[config.mk]
export PLATFORM = sky130hd
export DESIGN_NAME = voice_read_arbiter
export DESIGN_NICKNAME = d
export VERILOG_FILES = /design/src/rtl/voice_read_arbiter.sv
export SDC_FILE = /design/constraint.sdc
export NUM_CORES = 1
export LEC_CHECK = 0
export CAP_MARGIN = 20
export CORE_ASPECT_RATIO = 0.5
export CORE_UTILIZATION = 31
export CTS_CLUSTER_DIAMETER = 120
export DETAILED_ROUTE_END_ITERATION = 8
export PLACE_DENSITY = 0.7
export SLEW_MARGIN = 20
export SYNTH_ARGS = -nofsm -noshare
export SYNTH_HDL_FRONTEND = slang
export SYNTH_SLANG_ARGS = --single-unit
[constraint.sdc]
create_clock -name clk -period 7.3 [get_ports clk]
set_clock_uncertainty 0.15 [all_clocks]
set_input_delay 1.46 -clock clk [delete_from_list [all_inputs] [get_ports clk]]
set_output_delay 1.46 -clock clk [all_outputs]
set_load 0.005 [all_outputs]
[src/rtl/voice_read_arbiter.sv]
// rtl/voice_read_arbiter.sv - round-robin voice read arbiter with credit limit and deadline-miss flags
module voice_read_arbiter #(
  parameter int NUM_VOICES      = 8,
  parameter int MAX_OUTSTANDING = 4,
  parameter int TAG_W           = $clog2(NUM_VOICES),
  localparam int CNT_W          = $clog2(MAX_OUTSTANDING + 1)
) (
  input  logic                     clk,
  input  logic                     rst_n,
  input  logic [NUM_VOICES*24-1:0] voice_addr,
  input  logic [NUM_VOICES-1:0]    voice_addr_valid,
  output logic [NUM_VOICES-1:0]    voice_addr_ready,
  input  logic                     sample_tick,
  output logic [23:0]              dram_addr,
  output logic [TAG_W-1:0]         dram_tag,
  output logic                     dram_valid,
  input  logic                     dram_ready,
  input  logic                     dram_resp_valid,
  output logic [CNT_W-1:0]         outstanding,
  output logic [NUM_VOICES-1:0]    miss_flags,
  input  logic                     miss_clear
);

  logic [23:0]            dram_addr_q, dram_addr_d;
  logic [TAG_W-1:0]       dram_tag_q, dram_tag_d;
  logic                   dram_valid_q, dram_valid_d;
  logic [TAG_W-1:0]       rr_ptr_q, rr_ptr_d;
  logic [CNT_W-1:0]       out_q, out_d;
  logic [NUM_VOICES-1:0]  age_q, age_d;
  logic [NUM_VOICES-1:0]  miss_q, miss_d;

  logic                   slot_free;
  logic                   grant_en;
  logic                   win_found;
  logic [TAG_W-1:0]       win_idx;
  logic                   grant;
  logic                   resp_dec;
  logic [NUM_VOICES-1:0]  grant_vec;
  logic [NUM_VOICES-1:0]  new_miss;
  int                     idx;

  // Rotating priority search starting at rr_ptr, wrapping past the last voice.
  always_comb begin
    win_found = 1'b0;
    win_idx   = '0;
    idx       = 0;
    for (int k = 0; k < NUM_VOICES; k++) begin
      idx = int'(rr_ptr_q) + k;
      if (idx >= NUM_VOICES) idx = idx - NUM_VOICES;
      if (!win_found && voice_addr_valid[idx]) begin
        win_found = 1'b1;
        win_idx   = TAG_W'(idx);
      end
    end
  end

  // Responses arriving this cycle are not credited until the count updates.
  assign slot_free = !dram_valid_q || dram_ready;
  assign grant_en  = slot_free && (out_q < CNT_W'(MAX_OUTSTANDING));
  assign grant     = rst_n && grant_en && win_found;
  assign grant_vec = grant ? (NUM_VOICES'(1) << win_idx) : '0;
  assign resp_dec  = dram_resp_valid && (out_q != '0);

  always_comb begin
    dram_addr_d  = dram_addr_q;
    dram_tag_d   = dram_tag_q;
    dram_valid_d = dram_valid_q;
    rr_ptr_d     = rr_ptr_q;
    if (grant) begin
      dram_addr_d  = voice_addr[int'(win_idx)*24 +: 24];
      dram_tag_d   = win_idx;
      dram_valid_d = 1'b1;
      rr_ptr_d     = (int'(win_idx) == NUM_VOICES - 1) ? '0 : win_idx + 1'b1;
    end else if (dram_ready) begin
      dram_valid_d = 1'b0;
    end
  end

  always_comb begin
    out_d = out_q;
    case ({grant, resp_dec})
      2'b10:   out_d = out_q + 1'b1;
      2'b01:   out_d = out_q - 1'b1;
      default: out_d = out_q;
    endcase
  end

  // A voice misses when it is still waiting at the second tick of its wait.
  always_comb begin
    new_miss = '0;
    age_d    = age_q & voice_addr_valid & ~grant_vec;
    if (sample_tick) begin
      new_miss = age_q & voice_addr_valid & ~grant_vec;
      age_d    = voice_addr_valid & ~grant_vec;
    end
    miss_d = (miss_clear ? '0 : miss_q) | new_miss;
  end

  always_ff @(posedge clk or negedge rst_n) begin
    if (!rst_n) begin
      dram_addr_q  <= '0;
      dram_tag_q   <= '0;
      dram_valid_q <= 1'b0;
      rr_ptr_q     <= '0;
      out_q        <= '0;
      age_q        <= '0;
      miss_q       <= '0;
    end else begin
      dram_addr_q  <= dram_addr_d;
      dram_tag_q   <= dram_tag_d;
      dram_valid_q <= dram_valid_d;
      rr_ptr_q     <= rr_ptr_d;
      out_q        <= out_d;
      age_q        <= age_d;
      miss_q       <= miss_d;
    end
  end

  assign voice_addr_ready = grant_vec;
  assign dram_addr        = dram_addr_q;
  assign dram_tag         = dram_tag_q;
  assign dram_valid       = dram_valid_q;
  assign outstanding      = out_q;
  assign miss_flags       = miss_q;

endmodule

==> impl_metrics.toml <==
[status]
outcome = "finished, final reports clean"

[setup_path]
rrSetupSlack_ns = 1.88
cp_common_cell = "clkdlybuf4s50_1"
crit_buf_inv = 2
cpMaxStageDelayCell = "clkdlybuf4s50_1"
cp_data_required_time_ns = 5.69
startpoint_type = "primary input"
crit_family = "buffers and inverters"
endpoint_kind = "primary output"
worstPathArrival_ns = 5.06
crit_fanout = 15
critical_path.max_stage_delay_ns = 0.76
crit_chain = "clkdlybuf4s50_1 > mux2i_1 > mux4_2 > a31o_1 > or3_1 > a32oi_2 > o211ai_2 > nor2_1 > clkdlybuf4s50_1"
critPathKind = "in -> out"

[timing]
fin_ws_ns = 0.628
rsz0062_at_grt = "false"
max-slew-margin-rel_pct = 36.2
fin_setup_tns_ns = 0
finalCriticalPeriod_ns = 6.67
max_freq_mhz = 150
tightestPinTransition_ns = 0.957
maxSlewViolCount = 0
setup_viol_count_final = 0
fin_crit_sh_pct = 91.4
hold_viol = 0
hold_ws_ns = 0.329

[final_layout]
fin_area_mm2 = 0.00745
n_antenna_cell = 0
layout-drive-gt1-share_pct = 8.54
final_nets = 937
areaGrowthSynthToFinish_pct = 60.6

[yosys]
synth-seq-area-share_pct = 27.0
ys_types = 58
synthFlopType = "dfrtp_1"
syn-num-nets = 707
synthCells = 495
yosys-top-cells-area = "dfrtp_1, mux2i_1, mux4_2"
synth_top_area_share_pct = 27.0
ys_ff_latch = 50
synth_edf_count = 0
synth_largest_area_cell = "dfrtp_1"
yosys_warnings = 0
synthArstFlopShare_pct = 100
synthesis.area_mm2 = 0.00464
syn_area_per_cell_um2 = 9.37

[route]
met3_length_um = 731
wl_um = 17400
dr.first_iter.drc_count = 235
highest_layer = "met4"
drtPass1Iterations = 5
wl_met2_um = 8570
ant_nets = 0
vias = 4797
wl_met1_um = 7800
avgRoutedWirePerCell_um = 18.8
drc_errors = 0
via_per_inst = 5.19

[clock_network]
clk_latency_ns = 0.29
holdBufCountCts = 0
post-cts-setup-buffers = 0
htreeDepth = 2
clkTransAtPathRegs_ns = 0.07
clock_path_buffers = 2
clock_sinks = 50
root_buffer = "clkbuf_16"
cts_tree = "done"
cts_made_buffers = 5
post_cts_resize_count = 0

[placed_design]
hpwl_um = 13600
post-place-ws_ns = 0.684
routabilityCongestion = 0.888
placed_cell_area_mm2 = 0.00727
numPortBuffers = 252

[power_and_ir_drop]
p_leak_nw = 3.22
p_per_area_mw_per_mm2 = 451
peakVddDrop_mv = 0.386

[global_routing]
antenna_found_initial = 0
overflow = 0
grt_pass1_vias = 4519
grt_max_degree = 62
grt_use_total_pct = 21.5
grt_pass1_wl_um = 25600

[die]
num_rows = 31
fp.coreArea_mm2 = 0.0145
boundaryPins = 253
dieArea_mm2 = 0.0155
die_w_um = 175
die_height_um = 88.5
start_util_pct = 31.9

[worst_hold_path]
hp-class = "reg -> reg"

[flow_run]
maxCapViolCount = 0
where the power goes:
group	internal, mW	switching [mW]
sequential	0.389	0.0793
combinational	1.28	1.34
clock	0.163	0.111
Yosys cell counts, types with 5 or more instances:
library cell  instances
mux4_2               16
ha_1                  5
o21ai_0              21
clkbuf_1             11
o21ai_1              13
mux2_1               10
nand3_1               9
nand2_1              42
o22ai_1              33
mux2i_1              99
nand2b_1              5
buf_2                22
inv_1                20
a211o_1              12
nor3_1               14
nor2_1               25
dfrtp_1              50
mux2_2                8
or3_1                15
registers in the layout, summed over array words and instances, names as in the netlist:
signal / flops
rr_ptr_q: 3
miss_flags: 8
outstanding: 3
age_q: 8
dram_valid: 1
dram_addr: 24
dram_tag: 3
placed cells by master (no fill, tap or decap), drive strengths merged, types with 9 or more instances in the layout:
cell and count:
inv 23, nand2 42, nor3 14, buf 14
mux2 18, nand3 9, o22ai 33, nor2 25
mux2i 99, clkdlybuf4s50 251, a211o 12, or3 15
dfrtp 50, o21ai 35, mux4 16
routing by layer:
| metal | GRT usage, % | up-vias |
|---|---|---|
| met4 | 5.38 | 0 |
| met3 | 3.14 | 21 |
| li1 | - | 2308 |
| met5 | 0 | - |
| met2 | 35.2 | 141 |
| met1 | 29.9 | 2327 |
final cells by class:
| cell class | count | area (um^2) |
|---|---|---|
| fill | 1340 | 7100 |
| multi-input combinational | 381 | 3080 |
| timing repair buffer | 265 | 2620 |
| sequential | 50 | 1250 |
| tap | 198 | 248 |
| clock buffer | 5 | 125 |
| inverter | 22 | 82.6 |
| clock inverter | 3 | 43.8 |
cell families (layout without fill, tap and decap cells):
family | Yosys count | after routing | share of synthesized area, %
adder cells (fa/ha/maj) | 6 | 6 | 1.78
flip-flops | 50 | 50 | 27.0
AO/OA/AOI/OAI | 112 | 112 | 17.0
buffers and inverters | 64 | 295 | 6.67
XOR/XNOR | 8 | 8 | 1.51
AND/OR/NAND/NOR | 122 | 122 | 12.5
multiplexers | 133 | 133 | 33.5
through the flow:
stage          total power [mW]  utilization (%)  std cells
3_3_place_gp               3.05             50.0        915
3_5_place_dp               3.07             50.0        915
2_1_floorplan              2.37                -        495
5_1_grt                    3.60             51.2        924
6_report                   3.36             51.2        924
4_1_cts                    3.36             51.1        923
path summary, 6_finish.rpt:
check                                     from             endpoint  depth (start not counted)
hold / removal                     dram_tag[1]          dram_tag[1]                          2
setup / recovery           voice_addr_valid[5]  voice_addr_ready[1]                          9
min in group asynchronous                rst_n        dram_addr[10]                          2
hold reg to reg                    dram_tag[1]          dram_tag[1]                          2
max in group asynchronous                rst_n         dram_addr[3]                          2
setup reg to reg                   rr_ptr_q[0]         dram_addr[0]                         13
tightest hold or removal path, cell delays in order, from the launching register on:
cell and delay (ns):
dfrtp_1 0.34, nand2_1 0.04, o21ai_0 0.06
Power figures use the tool's default switching activity.
